**src/rtl/sigma_rst_seq.sv**
```systemverilog
`timescale 1ns/1ps
// sigma_rst_seq: reset sequencer between the board PLL and the sigma SoC.
// rst_o is asserted asynchronously by arst_i and released synchronously once
// the synchronized PLL lock has been stable and a hold time has elapsed.
// Optional watchdog: define SIGMA_RST_WDT_EN to build it.
module sigma_rst_seq #(
  parameter int SYNC_STAGES        = 2,
  parameter int LOCK_STABLE_CYCLES = 1024,
  parameter int RST_HOLD_CYCLES    = 64,
  parameter int WDT_CYCLES         = 16777216
) (
  input  logic       clk_i,
  input  logic       arst_i,
  input  logic       pll_locked_i,
  input  logic       sw_rst_req_i,
  input  logic       wdt_kick_i,
  output logic       rst_o,
  output logic [1:0] rst_cause_o,
  output logic [7:0] lock_loss_cnt_o
);

  // One phase counter is shared by STABLE and HOLD, so size it for the longer one.
  localparam int CNT_MAX = (LOCK_STABLE_CYCLES > RST_HOLD_CYCLES) ? LOCK_STABLE_CYCLES
                                                                  : RST_HOLD_CYCLES;
  localparam int CNT_W   = (CNT_MAX > 1) ? $clog2(CNT_MAX) : 1;
  localparam logic [CNT_W-1:0] STABLE_LAST = CNT_W'(LOCK_STABLE_CYCLES - 1);
  localparam logic [CNT_W-1:0] HOLD_LAST   = CNT_W'(RST_HOLD_CYCLES - 1);
  localparam logic [CNT_W-1:0] CNT_ONE     = CNT_W'(1);

  typedef enum logic [2:0] {
    ST_RESET     = 3'd0,
    ST_WAIT_LOCK = 3'd1,
    ST_STABLE    = 3'd2,
    ST_HOLD      = 3'd3,
    ST_RUN       = 3'd4
  } state_t;

  state_t                 state;
  logic [CNT_W-1:0]       cnt;
  logic [SYNC_STAGES-1:0] sync;
  logic                   lock;

`ifdef SIGMA_RST_WDT_EN
  localparam int WDT_W = (WDT_CYCLES > 1) ? $clog2(WDT_CYCLES) : 1;
  localparam logic [WDT_W-1:0] WDT_LAST = WDT_W'(WDT_CYCLES - 1);
  localparam logic [WDT_W-1:0] WDT_ONE  = WDT_W'(1);

  logic [WDT_W-1:0] wdt_cnt;
  logic             wdt_expire;

  // A kick on the terminal cycle rescues the SoC; only an unkicked terminal cycle fires.
  assign wdt_expire = !wdt_kick_i && (wdt_cnt == WDT_LAST);
`else
  // Watchdog not built: the kick input is deliberately left without a load.
  localparam int unused_wdt_cycles = WDT_CYCLES;
  logic unused_wdt_kick;
  assign unused_wdt_kick = wdt_kick_i;
`endif

  // Bring the asynchronous PLL lock flag into the clk_i domain.
  always_ff @(posedge clk_i or posedge arst_i) begin
    if (arst_i) begin
      sync <= '0;
    end else begin
      sync <= {sync[SYNC_STAGES-2:0], pll_locked_i};
    end
  end

  assign lock = sync[SYNC_STAGES-1];

  // Sequencer FSM; rst_o is registered as "next state is not RUN" so it never glitches.
  always_ff @(posedge clk_i or posedge arst_i) begin
    if (arst_i) begin
      state           <= ST_RESET;
      cnt             <= '0;
      rst_o           <= 1'b1;
      rst_cause_o     <= 2'd0;
      lock_loss_cnt_o <= 8'd0;
`ifdef SIGMA_RST_WDT_EN
      wdt_cnt         <= '0;
`endif
    end else begin
`ifdef SIGMA_RST_WDT_EN
      // The watchdog only counts in RUN; every other path leaves it cleared.
      wdt_cnt <= '0;
`endif
      case (state)
        ST_RESET: begin
          state <= ST_WAIT_LOCK;
          cnt   <= '0;
          rst_o <= 1'b1;
        end
        ST_WAIT_LOCK: begin
          cnt   <= '0;
          rst_o <= 1'b1;
          if (lock) begin
            state <= ST_STABLE;
          end else begin
            state <= ST_WAIT_LOCK;
          end
        end
        ST_STABLE: begin
          rst_o <= 1'b1;
          if (!lock) begin
            state <= ST_WAIT_LOCK;
            cnt   <= '0;
          end else if (cnt == STABLE_LAST) begin
            state <= ST_HOLD;
            cnt   <= '0;
          end else begin
            cnt   <= cnt + CNT_ONE;
          end
        end
        ST_HOLD: begin
          // Software requests are ignored here: the hold is already running.
          if (!lock) begin
            state <= ST_WAIT_LOCK;
            cnt   <= '0;
            rst_o <= 1'b1;
          end else if (cnt == HOLD_LAST) begin
            state <= ST_RUN;
            cnt   <= '0;
            rst_o <= 1'b0;
          end else begin
            cnt   <= cnt + CNT_ONE;
            rst_o <= 1'b1;
          end
        end
        ST_RUN: begin
          cnt <= '0;
          if (!lock) begin
            state       <= ST_WAIT_LOCK;
            rst_o       <= 1'b1;
            rst_cause_o <= 2'd1;
            if (lock_loss_cnt_o != 8'hFF) begin
              lock_loss_cnt_o <= lock_loss_cnt_o + 8'd1;
            end else begin
              lock_loss_cnt_o <= lock_loss_cnt_o;
            end
          end else if (sw_rst_req_i) begin
            // Lock is known good, so skip restabilization and go straight to hold.
            state       <= ST_HOLD;
            rst_o       <= 1'b1;
            rst_cause_o <= 2'd2;
`ifdef SIGMA_RST_WDT_EN
          end else if (wdt_expire) begin
            state       <= ST_HOLD;
            rst_o       <= 1'b1;
            rst_cause_o <= 2'd3;
          end else begin
            state   <= ST_RUN;
            rst_o   <= 1'b0;
            wdt_cnt <= wdt_kick_i ? '0 : (wdt_cnt + WDT_ONE);
          end
`else
          end else begin
            state <= ST_RUN;
            rst_o <= 1'b0;
          end
`endif
        end
        default: begin
          state <= ST_RESET;
          cnt   <= '0;
          rst_o <= 1'b1;
        end
      endcase
    end
  end

endmodule
```
**config.mk**
```make
export PLATFORM = sky130hd
export DESIGN_NAME = sigma_rst_seq
export DESIGN_NICKNAME = d
export VERILOG_FILES = /design/src/rtl/sigma_rst_seq.sv
export SDC_FILE = /design/constraint.sdc
export NUM_CORES = 1
export LEC_CHECK = 0
export ABC_AREA = 1
export CAP_MARGIN = 20
export CORE_MARGIN = 3
export CORE_UTILIZATION = 30
export DETAILED_ROUTE_END_ITERATION = 12
export GPL_ROUTABILITY_DRIVEN = 0
export PLACE_DENSITY_LB_ADDON = 0.08
export RECOVER_POWER = 25
export SKIP_CTS_REPAIR_TIMING = 1
export SLEW_MARGIN = 40
export SYNTH_ARGS = -nofsm -noshare
export SYNTH_HDL_FRONTEND = slang
export SYNTH_SLANG_ARGS = --single-unit
```
**constraint.sdc**
```tcl
create_clock -name clk_i -period 2.21 [get_ports clk_i]
set_clock_uncertainty 0.2 [all_clocks]
set_input_delay 0.442 -clock clk_i [delete_from_list [all_inputs] [get_ports clk_i]]
set_output_delay 0.442 -clock clk_i [all_outputs]
set_load 0.02 [all_outputs]
```
==> metrics.txt <==
HPWL after detailed placement=around 2000 µm; clk buf depth=2; global route overflow=0; Clk Latency, worst-skew pair=0.27 ns; final setup fails=0; DRT iter0 DRCs=50; VDD IR max=0.000358 V; largest net degree at the start of global routing=27; Pleak=0.000821 µW; Tot GR Track Use=between 10% and 20%; io pins=16; first-pass GRT wire length=4960 µm; commonest register cell after synthesis=dfrtp_1; DR vias/cell=~4.5; Die Y=between 70 and 80 µm; pwr dens=642 nW/µm²; Comb power frac=between 10% and 20%; H-Tree Depth=1; P_sw=around 280 µW; status=finished clean; Final Hold Violating Endpoints=0; Clk network pwr share=between 30 and 40%; Num CTS Buffers=3; yosys warns=0; core area=4470 µm²; CP Max Fanout=1; fill count=480; Switching Fraction=about 26%; Worst Path Buf+Inv=1; Die Width=75.0 µm; final net count=210; Critical Path Source Type=register; RSZ-0062 raised after global routing=false; sequential area share after synthesis=45.7%; Final Critical Period=between 2 and 2.5 ns; final core utilization=37.7%; register bit count reported by yosys=26; fraction of layout cells with a size suffix above 1=9.41%; clock sink total=26; clk slew on worst S/H paths=approximately 0.1 ns; vias=between 1000 and 1500; Initial Utilization=31.9%; max incr delay on CP=between 0.5 and 0.6 ns; Slew @ Worst Pin=a little under 0.7 ns; Sequential Power Share=49.2%; FMAX=491 MHz; synthesized area per cell=7.71 µm²; Post-synth ARST share=100%; WL final=~2800 µm; initial antenna violation count=0; Buffers on Ports=14; CP top delay family=buffers and inverters; Synth Instances=185; Syn Std Cell Area=roughly 1400 µm²; max cap viols=0; Worst path slowest cell=clkdlybuf4s50_1; CP cell instances=clkdlybuf4s50_1; drt wl/cell=10.9 µm; final period utilization=92.1%; Int Power=802 µW; Hold Crit Class=reg2reg; row count=24; DIE AREA=5620 µm²; first drt pass iteration count=6; setup_tns=0 ns; antenna violation net count after detailed routing=0; # diodes=0; fin. max-slew vios=0; Area Overhead vs Synth=18.2%; Root Driver=clkbuf_8; CTS tree=done; Slew HR=54.9%; vias in the first global route=1095; CP endpoint kind=output port; library cells used by synthesis=23; Post-synth EDFFs=0; syn nets=between 150 and 200; Crit Path Class=reg2out; crit path DAT=1.39 ns; worst path required time=1.57 ns; DRC violations left=0
## worst paths after layout
kind | end | startpoint | slack, ns | cells after the start
max | rst_o | rst_o | 0.18 | 1
min | sync[1] | sync[0] | 0.16 | 0
max reg2reg | lock_loss_cnt_o[5] | lock_loss_cnt_o[0] | 0.49 | 8
min reg2reg | sync[1] | sync[0] | 0.16 | 0
max in group asynchronous | cnt[4] | arst_i | 0.78 | 3
min in group asynchronous | rst_cause_o[0] | arst_i | 0.58 | 3
## cell usage in the layout, fill, tap and decap left out, drive strengths merged, types with 4 or more instances in the layout
cell           Yosys  layout
nand2             64      64
nand4              6       6
dfrtp             25      25
a21oi             10      10
clkbuf             0       4
clkdlybuf4s50      0      12
o21ai              6       6
xor2               5       5
nand3             13      13
nor2              16      16
inv               30      30
## synth_stat cells, types with 2 or more instances
cell | instances | area, µm²
dfrtp_1 | 25 | 626
inv_1 | 29 | 109
xor2_1 | 5 | 43.8
ha_1 | 2 | 25.0
nor2_2 | 2 | 12.5
nand2_2 | 3 | 18.8
nand3_1 | 11 | 55.1
nand3_2 | 2 | 20.0
nand4_1 | 6 | 37.5
nand2_1 | 61 | 229
nor2_4 | 4 | 45.0
o21ai_0 | 5 | 25.0
nor2_1 | 10 | 37.5
a21oi_1 | 10 | 50.1
buf_6 | 2 | 22.5
## kinds of logic (layout without fill, tap and decap cells)
| group | Yosys count | in the layout | share of synthesized area (%) |
|---|---|---|---|
| flops | 26 | 26 | 45.7 |
| simple gates | 102 | 102 | 33.2 |
| xor+xnor | 6 | 6 | 3.68 |
| fa+ha+maj | 2 | 2 | 1.75 |
| buf+inv | 32 | 49 | 9.47 |
| compound gates | 17 | 17 | 6.14 |
## final cells by class
cell class                      instances  area (µm²)  share of cell area (%)
Sequential cell                        26         652                    38.7
Multi-Input combinational cell        127         639                    37.9
Timing Repair Buffer                   15         145                    8.61
Inverter                               30         113                    6.68
Tap cell                               52        65.1                    3.86
Clock buffer                            3        41.3                    2.45
Clock inverter                          1        30.0                    1.78
## sequential cells by signal, indices dropped and copies added, names as in the netlist
name	cells
rst_cause_o	2
sync	2
lock_loss_cnt_o	8
rst_o	1
state	3
cnt	10
## metal layers
layer | part of all wire (%) | vias to the layer above | routed length [µm] | GRT usage, %
li1 | - | 602 | - | -
met1 | 51 | 519 | 1410 | 15.3
met2 | 46 | 9 | 1270 | 18.7
met3 | 2.6 | 2 | 71 | 2.40
met4 | 0.54 | 0 | 15 | 3.56
met5 | 0 | - | 0 | 0
## power groups by stage
stage	clock (µW)	sequential, µW	combinational (µW)
3_5_place_dp	0	541	159
2_1_floorplan	0	536	142
4_1_cts	409	533	161
5_1_grt	427	540	189
6_report	393	533	157
3_3_place_gp	0	542	158
## through the flow
step                hold WS [ns]  setup slack (ns)  cell area (µm²)  power [µW]  instances
finish                     0.159             0.175             1690        1080        254
global route               0.182             0.116             1690        1160        254
CTS                        0.162             0.151             1690        1100        254
detailed placement         0.137             0.465             1620         701        250
global placement           0.133             0.468             1620         700        250
floorplan                  0.131             0.563             1430         678        185
No activity file was read; power rests on OpenSTA's default activity.
